File: src/rtl/cache_i_pkg.sv
// Shared types and constants for the N-way instruction cache.
package cache_i_pkg;

    localparam int unsigned LINE_W         = 128;
    localparam int unsigned WORD_W         = 32;
    localparam int unsigned WORDS_PER_LINE = 4;

    typedef enum logic {
        StIdle,
        StRefill
    } state_e;

    // Tree-PLRU bits needed per set for a given associativity.
    function automatic int unsigned plru_width(input int unsigned ways);
        if (ways >= 4) return 3;
        if (ways == 2) return 1;
        return 0;
    endfunction

    function automatic logic [WORD_W-1:0] line_word(input logic [LINE_W-1:0] line,
                                                    input logic [1:0]        off);
        logic [WORD_W-1:0] w;
        unique case (off)
            2'd0:    w = line[WORD_W-1:0];
            2'd1:    w = line[2*WORD_W-1:WORD_W];
            2'd2:    w = line[3*WORD_W-1:2*WORD_W];
            default: w = line[4*WORD_W-1:3*WORD_W];
        endcase
        return w;
    endfunction

endpackage

File: src/rtl/cache_plru.sv
// Per-set victim choice (lowest invalid way, else tree-PLRU) and PLRU update on access.
module cache_plru
    import cache_i_pkg::*;
#(
    parameter int unsigned NUM_WAYS = 2,
    parameter int unsigned WAY_W    = 1,
    parameter int unsigned PLRU_W   = 1
) (
    input  logic [PLRU_W-1:0]   plru_i,
    input  logic [NUM_WAYS-1:0] valid_i,
    input  logic [WAY_W-1:0]    access_way_i,
    output logic [WAY_W-1:0]    victim_o,
    output logic [PLRU_W-1:0]   plru_o
);

    logic [WAY_W-1:0] plru_victim;

    if (NUM_WAYS == 4) begin : g_four
        always_comb begin
            plru_victim = plru_i[0] ? {1'b1, plru_i[2]} : {1'b0, plru_i[1]};
            plru_o      = plru_i;
            // Point every bit on the accessed way's path away from it.
            unique case (access_way_i)
                2'd0: begin plru_o[0] = 1'b1; plru_o[1] = 1'b1; end
                2'd1: begin plru_o[0] = 1'b1; plru_o[1] = 1'b0; end
                2'd2: begin plru_o[0] = 1'b0; plru_o[2] = 1'b1; end
                default: begin plru_o[0] = 1'b0; plru_o[2] = 1'b0; end
            endcase
        end
    end else if (NUM_WAYS == 2) begin : g_two
        always_comb begin
            plru_victim = plru_i[0];
            plru_o      = ~access_way_i;
        end
    end else begin : g_one
        logic unused_way;
        assign unused_way  = ^access_way_i;
        assign plru_victim = '0;
        assign plru_o      = plru_i;
    end

    always_comb begin
        victim_o = plru_victim;
        for (int w = int'(NUM_WAYS) - 1; w >= 0; w--) begin
            if (!valid_i[w]) victim_o = WAY_W'(w);
        end
    end

endmodule

File: src/rtl/cache_i_nway.sv
// Read-only N-way set-associative I-cache with critical-word forwarding, flush and counters.
module cache_i_nway
    import cache_i_pkg::*;
#(
    parameter int unsigned NUM_SETS = 4,
    parameter int unsigned NUM_WAYS = 2,
    parameter int unsigned CNT_W    = 32
) (
    input  logic              clk,
    input  logic              proc_reset,
    input  logic              proc_read,
    input  logic              proc_write,
    input  logic [29:0]       proc_addr,
    input  logic [WORD_W-1:0] proc_wdata,
    output logic [WORD_W-1:0] proc_rdata,
    output logic              proc_stall,
    output logic              mem_read,
    output logic              mem_write,
    output logic [27:0]       mem_addr,
    output logic [LINE_W-1:0] mem_wdata,
    input  logic [LINE_W-1:0] mem_rdata,
    input  logic              mem_ready,
    input  logic              flush,
    output logic [CNT_W-1:0]  hit_cnt,
    output logic [CNT_W-1:0]  miss_cnt
);

    localparam int unsigned IDX_W  = $clog2(NUM_SETS);
    localparam int unsigned TAG_W  = 28 - IDX_W;
    localparam int unsigned WAY_W  = (NUM_WAYS > 1) ? $clog2(NUM_WAYS) : 1;
    localparam int unsigned PLRU_W = (plru_width(NUM_WAYS) == 0) ? 1 : plru_width(NUM_WAYS);

    state_e            state_q, state_d;
    logic              flush_pend_q, flush_pend_d;
    logic              mem_read_q, mem_read_d;
    logic [TAG_W-1:0]  tag_lat_q;
    logic [IDX_W-1:0]  idx_lat_q;
    logic [1:0]        off_lat_q;
    logic [WAY_W-1:0]  vic_lat_q;
    logic [CNT_W-1:0]  hit_cnt_q, miss_cnt_q;

    logic [NUM_WAYS-1:0] valid_q [NUM_SETS];
    logic [PLRU_W-1:0]   plru_q  [NUM_SETS];
    logic [TAG_W-1:0]    tag_q   [NUM_SETS][NUM_WAYS];
    logic [LINE_W-1:0]   line_q  [NUM_SETS][NUM_WAYS];

    logic [1:0]        req_off;
    logic [IDX_W-1:0]  req_idx;
    logic [TAG_W-1:0]  req_tag;
    logic              hit;
    logic [WAY_W-1:0]  hit_way;
    logic [WORD_W-1:0] hit_word, fill_word;
    logic              flush_now;
    logic              do_hit, do_miss, do_fill, do_flush;

    logic [IDX_W-1:0]  plru_set;
    logic [WAY_W-1:0]  plru_way, victim;
    logic [PLRU_W-1:0] plru_upd;

    logic unused_write;
    assign unused_write = proc_write ^ (^proc_wdata);

    assign req_off = proc_addr[1:0];
    assign req_idx = proc_addr[IDX_W+1:2];
    assign req_tag = proc_addr[29:IDX_W+2];

    always_comb begin
        hit     = 1'b0;
        hit_way = '0;
        for (int w = int'(NUM_WAYS) - 1; w >= 0; w--) begin
            if (valid_q[req_idx][w] && (tag_q[req_idx][w] == req_tag)) begin
                hit     = 1'b1;
                hit_way = WAY_W'(w);
            end
        end
    end

    assign hit_word  = line_word(line_q[req_idx][hit_way], req_off);
    assign fill_word = line_word(mem_rdata, off_lat_q);
    assign flush_now = flush || flush_pend_q;

    // One PLRU datapath: lookup set in IDLE, latched refill set in REFILL.
    assign plru_set = (state_q == StRefill) ? idx_lat_q : req_idx;
    assign plru_way = (state_q == StRefill) ? vic_lat_q : hit_way;

    cache_plru #(
        .NUM_WAYS (NUM_WAYS),
        .WAY_W    (WAY_W),
        .PLRU_W   (PLRU_W)
    ) u_plru (
        .plru_i       (plru_q[plru_set]),
        .valid_i      (valid_q[plru_set]),
        .access_way_i (plru_way),
        .victim_o     (victim),
        .plru_o       (plru_upd)
    );

    always_comb begin
        state_d      = state_q;
        flush_pend_d = flush_pend_q;
        mem_read_d   = mem_read_q;
        do_hit       = 1'b0;
        do_miss      = 1'b0;
        do_fill      = 1'b0;
        do_flush     = 1'b0;
        unique case (state_q)
            StIdle: begin
                if (flush_now) begin
                    do_flush     = 1'b1;
                    flush_pend_d = 1'b0;
                end else if (proc_read) begin
                    if (hit) begin
                        do_hit = 1'b1;
                    end else begin
                        do_miss    = 1'b1;
                        mem_read_d = 1'b1;
                        state_d    = StRefill;
                    end
                end
            end
            StRefill: begin
                if (flush) flush_pend_d = 1'b1;
                if (mem_ready) begin
                    do_fill    = 1'b1;
                    mem_read_d = 1'b0;
                    state_d    = StIdle;
                end
            end
        endcase
    end

    always_comb begin
        proc_rdata = '0;
        proc_stall = 1'b0;
        mem_addr   = proc_addr[29:2];
        unique case (state_q)
            StIdle: begin
                if (flush_now) begin
                    proc_stall = 1'b1;
                end else if (proc_read) begin
                    if (hit) proc_rdata = hit_word;
                    else     proc_stall = 1'b1;
                end
            end
            StRefill: begin
                mem_addr = {tag_lat_q, idx_lat_q};
                if (mem_ready) proc_rdata = fill_word;
                else           proc_stall = 1'b1;
            end
        endcase
    end

    assign mem_read  = mem_read_q;
    assign mem_write = 1'b0;
    assign mem_wdata = '0;
    assign hit_cnt   = hit_cnt_q;
    assign miss_cnt  = miss_cnt_q;

    always_ff @(posedge clk or posedge proc_reset) begin
        if (proc_reset) begin
            state_q      <= StIdle;
            flush_pend_q <= 1'b0;
            mem_read_q   <= 1'b0;
            tag_lat_q    <= '0;
            idx_lat_q    <= '0;
            off_lat_q    <= '0;
            vic_lat_q    <= '0;
            hit_cnt_q    <= '0;
            miss_cnt_q   <= '0;
            for (int s = 0; s < int'(NUM_SETS); s++) begin
                valid_q[s] <= '0;
                plru_q[s]  <= '0;
            end
        end else begin
            state_q      <= state_d;
            flush_pend_q <= flush_pend_d;
            mem_read_q   <= mem_read_d;
            if (do_miss) begin
                tag_lat_q <= req_tag;
                idx_lat_q <= req_idx;
                off_lat_q <= req_off;
                vic_lat_q <= victim;
            end
            if (do_flush) begin
                for (int s = 0; s < int'(NUM_SETS); s++) valid_q[s] <= '0;
            end
            if (do_fill) valid_q[idx_lat_q][vic_lat_q] <= 1'b1;
            if (do_hit || do_fill) plru_q[plru_set] <= plru_upd;
            if (do_hit && (hit_cnt_q != {CNT_W{1'b1}})) hit_cnt_q <= hit_cnt_q + 1'b1;
            if (do_miss && (miss_cnt_q != {CNT_W{1'b1}})) miss_cnt_q <= miss_cnt_q + 1'b1;
        end
    end

    // Tag and data arrays carry no reset; valid bits guard them.
    always_ff @(posedge clk) begin
        if (do_fill) begin
            tag_q[idx_lat_q][vic_lat_q]  <= tag_lat_q;
            line_q[idx_lat_q][vic_lat_q] <= mem_rdata;
        end
    end

endmodule

File: config.mk
export PLATFORM = sky130hd
export DESIGN_NAME = cache_i_nway
export DESIGN_NICKNAME = d
export VERILOG_FILES = /design/src/rtl/cache_i_pkg.sv /design/src/rtl/cache_plru.sv /design/src/rtl/cache_i_nway.sv
export SDC_FILE = /design/constraint.sdc
export NUM_CORES = 1
export LEC_CHECK = 0
export CORE_ASPECT_RATIO = 0.8
export CORE_MARGIN = 2
export CORE_UTILIZATION = 51
export DETAILED_ROUTE_END_ITERATION = 7
export PLACE_DENSITY = 0.81
export SLEW_MARGIN = 20
export SYNTH_ARGS = -nofsm -noshare
export SYNTH_HDL_FRONTEND = slang
export SYNTH_SLANG_ARGS = --single-unit
File: constraint.sdc
create_clock -name clk -period 23.8 [get_ports clk]
set_input_delay 5.95 -clock clk [delete_from_list [all_inputs] [get_ports clk]]
set_output_delay 5.95 -clock clk [all_outputs]
set_load 0.05 [all_outputs]
## Word-level counts from Yosys, hierarchy flattened

Memory sizes are Yosys's and may differ from the RTL's.
Index checks and enable logic that the tools add are counted.

| word-level totals | value |
|---|---|
| bits of input ports | 196 |
| memories | 2 |
| bits in registers | 110 |
| output and inout port bits | 255 |
| memory bits (writable) | 1232 |
| logic and storage cells | 134 |

| operators by class | value |
|---|---|
| bitwise gates (word level) | 8 |
| eq/ne operators | 14 |
| mux-type cells | 67 |
| add/subtract/negate cells | 2 |
| $lt $le $gt $ge | 10 |
| reduce and logical (&&, ||, !) cells | 14 |

Memory list:

| memory | depth | bits a word | rd ports | clocked after Yosys merged registers in | wr ports | line | source |
|---|---|---|---|---|---|---|---|
| line_q | 4 | 256 | 1 | 0 | 1 | cache_i_nway.sv:45 | `logic [LINE_W-1:0] line_q [NUM_SETS][NUM_WAYS];` |
| tag_q | 4 | 52 | 1 | 0 | 1 | cache_i_nway.sv:44 | `logic [TAG_W-1:0] tag_q [NUM_SETS][NUM_WAYS];` |

Operator list:

| kind | count |
|---|---|
| two-way mux 128 bit | 4 |
| two-way mux 256 bit | 1 |
| case mux 32 bit (3 select lines) | 2 |
| demux 128 bit (select 1 bit) | 1 |
| two-way mux 32 bit | 4 |
| adder 32 x 1 -> 32 bit, second input constant | 2 |
| inequality test 32 bit, second input constant | 2 |
| case mux 32 bit (2 select lines) | 1 |
| equality test 26 bit | 2 |
| two-way mux 52 bit | 1 |
| two-way mux 1 bit | 31 |
| two-way mux 28 bit | 1 |
| demux 26 bit (select 1 bit) | 1 |
| two-way mux 26 bit | 1 |
| two-way mux 8 bit | 2 |
| two-way mux 2 bit | 6 |
| inequality test 2 bit, second input constant | 6 |
| >= comparator 3 bit, second input constant | 3 |
| NOT 2 -> 3 bit | 3 |
| binary-select mux 2 bit (select 2 bit) | 2 |
| logical AND 1 bit | 8 |
| bitwise OR 8 bit | 1 |
| case mux 1 bit (2 select lines) | 4 |
| < comparator 3 x 1 -> 1 bit, second input constant | 2 |
| 17 further kinds | 24 |

## Longest topological paths before layout

| depth | value |
|---|---|
| depth in word-level cells | 16 |
| depth in mapped cells | 17 |
| gate-level depth less buffers | 9 |

## Hierarchy

From an unflattened synthesis, not the netlist that was laid out.

| second synthesis, totals | value |
|---|---|
| cell total of the unflattened synthesis | 2751 |
| area total of the unflattened synthesis | 55152.9 sq um |

By module, submodules not included:

| module | instances | cells each | area each (sq um) | seq. area each (sq um) |
|---|---|---|---|---|
| cache_i_nway | 1 | 2748 | 55137.9 | 39748.1 |
| cache_plru | 1 | 3 | 15.0 | 0.0 |

## Least setup slack after synthesis

OpenSTA, ideal clock, no wires.

| timing path | value |
|---|---|
| kind | input to register |
| start point | input mem_ready |
| end point | memory line_q[0][128] in the netlist's numbering (enable) |
| library setup time | 1.048 ns |
| arrival time | 20.683 ns |
| buffers on the path | 0 |
| cell stages on the path | 2 |
| required time | 22.752 ns |
| slack | 2.069 ns |
| cell sequence | nand2_1 -> nor4_1 |

| between the ends | value |
|---|---|
| cells in the longest elaborated chain, start to end | 4 |

Ends and longest elaborated chain:

| what | line | source |
|---|---|---|
| start, declared | cache_i_nway.sv:22 | `input logic mem_ready,` |
| two-way mux 1 bit | cache_i_nway.sv:123 | `if (mem_ready) begin` |
| two-way mux 1 bit | cache_i_nway.sv:106 | `unique case (state_q)` |
| two-way mux 1 bit | cache_i_nway.sv:196 | `if (do_fill) begin` |
| two-way mux 256 bit (not written as such) | cache_i_nway.sv:198 | `line_q[idx_lat_q][vic_lat_q] <= mem_rdata;` |
| end, declared | cache_i_nway.sv:45 |  |

No other way between the ends.

## Worst setup path in the final report

| timing path | value |
|---|---|
| start point | input proc_addr[2] |
| end point | output proc_rdata[1] |

| between the ends | value |
|---|---|
| cells in the longest elaborated chain, start to end | 16 |
| elaborated cells on any way between the ends | 22 |
| those cells by class | 2 x eq/ne; 14 x mux; 2 x bitwise; 2 x reduce/logical; 2 x memory |

Ends and longest elaborated chain:

| what | line | source |
|---|---|---|
| start, declared | cache_i_nway.sv:13 | `input logic [29:0] proc_addr,` |
| branches (longest 12 deep; another with memory (4 x 52 bit)) | - |  |
| two-way mux 32 bit * | cache_i_nway.sv:141 | `if (hit) proc_rdata = hit_word;` |
| two-way mux 32 bit * | cache_i_nway.sv:140 | `end else if (proc_read) begin` |
| two-way mux 32 bit * | cache_i_nway.sv:138 | `if (flush_now) begin` |
| case mux 32 bit (2 select lines) * | cache_i_nway.sv:136 | `unique case (state_q)` |
| end, declared | cache_i_nway.sv:15 | `output logic [WORD_W-1:0] proc_rdata,` |

Mark *: on every way between the ends. The select of a mux whose other input is x is not followed.

==> flow_metrics.py <==
metrics = {
    "critical_path": {
        "crit_slowest_cell": "clkdlybuf4s50_1",
        "crit_top_cell": "buf_4",
        "cp-end-kind": "output port",
        "critPathMaxFanout": 104,
        "cp.required_ps": 17850,
        "cp_cell_sequence": "buf_8, buf_12, mux4_2, xnor2_1, nand2_1, or4b_1, or4_1, a2111oi_2, o21ai_4, buf_4, buf_4, o21ai_0, clkdlybuf4s50_1",
        "start_kind": "primary input",
        "rr_worst_depth": 7,
        "slowest_delay_ps": 920,
        "arrival_ps": 11780,
        "crit_type": "in2out",
    },
    "grt": {
        "grt_pass1_wl_mm": 183.3,
        "antenna_found_initial": 24,
        "grt_pass1_vias": 28170,
        "grt_usage": 0.2258,
        "gr-total-overflow": 0,
        "grt_start_max_net_pins": 141,
    },
    "placed_design": {
        "port_buffers": 288,
        "hpwl_mm": 67.01,
        "gp_congestion": 0.8455,
    },
    "final_layout": {
        "area_growth_pct": 15.19,
        "finish.utilization": 0.5921,
        "drive_gt1_frac": 0.2217,
        "layout.nets": 3208,
    },
    "synth": {
        "ys_seq_elements": 1342,
        "synth_edf_count": 1232,
        "synthArstFlopShare": 0.08197,
        "ys.flop_type": "edfxtp_1",
        "ys_types": 61,
        "yosys_warnings": 0,
        "ys_seq_area_frac": 0.7275,
        "netlist.area_leader.share": 0.6771,
        "synth_cells": 2673,
        "synth_top_area_cell": "edfxtp_1",
        "synthTopCellsByArea": "edfxtp_1, mux4_2, dfrtp_1",
        "yosysMostFrequentCell": "edfxtp_1",
        "synth_area_um2": 54640,
        "ys_top_cells_by_count": "edfxtp_1, mux4_2, buf_4, dfrtp_1, nand2_1",
        "avgSynthCellArea_um2": 20.44,
    },
    "drt": {
        "drt_iter0_markers": 3068,
        "vias_per_cell": 6.041,
        "drt-total-wl_mm": 122.8,
        "drcViolationCount": 0,
        "firstDrtPassIters": 6,
        "drt-wirelength-per-cell_um": 27.09,
        "vias": 27390,
        "ant_nets": 0,
    },
    "sta": {
        "setup_viol": 0,
        "rsz0062_at_grt": "false",
        "timing.final.crit_share": 0.7450,
        "tightest_slew_ps": 1112,
        "drv_slew": 0,
        "fin_setup_tns_ps": 0,
        "finalCriticalPeriod_ps": 17730,
        "fmax_mhz": 56.40,
        "maxSlewHeadroom": 0.2570,
        "fin_skew_ps": 26.43,
        "final-hold-violation-count": 0,
    },
    "pwr": {
        "combPwrFrac": 0.104,
        "finalPower_mw": 5.347,
        "power_leakage_nw": 20.60,
        "cellInternalPower_mw": 4.066,
        "clockPowerShare": 0.380,
        "swShare": 0.2395,
        "p_sw_mw": 1.280,
        "p_seq_frac": 0.516,
        "power_density_nw_per_um2": 84.95,
        "vdd_drop_max_mv": 0.07274,
    },
    "floorplan": {
        "die_x_um": 369.9,
        "core_area_um2": 106300,
        "dieArea_um2": 109800,
        "num_rows": 107,
        "die_h_um": 296.8,
        "ioPinCount": 451,
        "start_util": 0.5140,
    },
    "clocking": {
        "numCtsBuffers": 132,
        "cts-hold-fix-buffers": 0,
        "cts_resized": 0,
        "postCtsSetupBuffers": 0,
        "root_buffer": "clkbuf_16",
        "cts_tree": "built",
        "htreeDepth": 4,
        "clk_latency_ps": 760,
        "cts.path.max_buffers": 3,
        "clkTransAtPathRegs_ps": 60,
        "clkSinkCount": 1342,
    },
    "run": {
        "cap_violations": 0,
    },
    "outcome": {
        "outcome": "finished clean",
    },
    "hold_path": {
        "whs_path_depth": 1,
        "min_path_type": "reg2reg",
    },
}
## sequential cells by signal, summed over array words and instances, names as in the netlist
signal	cells
hit_cnt	32
vic_lat_q	1
off_lat_q	2
state_q	1
tag_lat_q	26
line_q	1024
mem_read	1
plru_q	4
tag_q	208
valid_q	8
flush_pend_q	1
miss_cnt	32
idx_lat_q	2
## layer usage
| layer | share of wire | global-route usage |
|---|---|---|
| met3 | 0.093 | 0.05802 |
| met2 | 0.49 | 0.3518 |
| met4 | 0.023 | 0.07249 |
| met5 | 0.0020 | 0 |
| met1 | 0.39 | 0.3150 |
## cell type report
| cell class | count | area (um^2) |
|---|---|---|
| fillers | 7435 | 43360 |
| flip-flops and latches | 1342 | 39750 |
| multi-input cells | 1177 | 13820 |
| clock buffers | 175 | 3547 |
| repair buffers | 334 | 3296 |
| well taps | 1417 | 1773 |
| clock inverters | 62 | 646.9 |
| inverters | 23 | 88.84 |
| diodes | 3 | 7.507 |
## critical path, delay by kind of cell
family	cells	cell delay, ps
multiplexers	1	610
XOR/XNOR	1	180
buffers and inverters	5	2790
AND/OR/NAND/NOR	3	1100
AO/OA/AOI/OAI	3	1040
## through the flow
step / instances / hold slack (ps) / cell area, um^2 / worst slack, ps
5_1_grt: 4533 / 497.3 / 62940 / 5651
2_1_floorplan: 2801 / 465.4 / 55120 / 2069
3_5_place_dp: 4293 / 479.1 / 58730 / 5996
4_1_cts: 4530 / 491.9 / 62930 / 5935
6_report: 4533 / 493.5 / 62940 / 6069
3_3_place_gp: 4293 / 482.5 / 58730 / 5993
## cells in the final DEF, fill, tap and decap left out, types with 18 or more instances in the layout
| master | count |
|---|---|
| o21ai_0 | 58 |
| conb_1 | 129 |
| clkdlybuf4s50_1 | 284 |
| buf_4 | 43 |
| mux2i_1 | 81 |
| nor2_1 | 36 |
| xor2_1 | 55 |
| clkbuf_1 | 37 |
| mux2_2 | 56 |
| nand2_1 | 88 |
| nor3_1 | 29 |
| nand3_1 | 31 |
| edfxtp_1 | 1232 |
| mux4_2 | 378 |
| clkbuf_16 | 134 |
| xnor2_1 | 52 |
| inv_1 | 22 |
| clkinv_2 | 18 |
| clkinv_1 | 19 |
| nor4_1 | 28 |
| dfrtp_1 | 107 |
## final timing paths
kind	startpoint	end	slack (ps)
setup / recovery	proc_addr[2]	proc_rdata[1]	6070
hold / removal	hit_cnt[8]	hit_cnt[8]	490
setup reg to reg	state_q	line_q[3][1]	19320
hold reg to reg	hit_cnt[8]	hit_cnt[8]	490
max in group asynchronous	proc_reset	off_lat_q[0]	16740
min in group asynchronous	proc_reset	miss_cnt[27]	5640
## power by group through the flow
stage / logic, mW / registers (mW) / clock network (mW)
after floorplan: 0.366 / 2.82 / 0
after global placement: 0.547 / 2.80 / 0
after detailed placement: 0.558 / 2.81 / 0
after CTS: 0.562 / 2.76 / 2.07
after global routing: 0.589 / 2.77 / 2.16
final: 0.558 / 2.76 / 2.03
## cells by family after synthesis
kind of cell    count (synthesis)  share of synthesized area
compound gates                125                    0.01463
xor+xnor                      107                    0.01715
fa+ha+maj                       2                  0.0004579
buf+inv                       282                    0.02968
flops                        1342                     0.7275
mux                           516                     0.1825
other cells                     1                 0.00006864
simple gates                  298                    0.02803
Note: power is estimated with default switching activity, not from simulation.
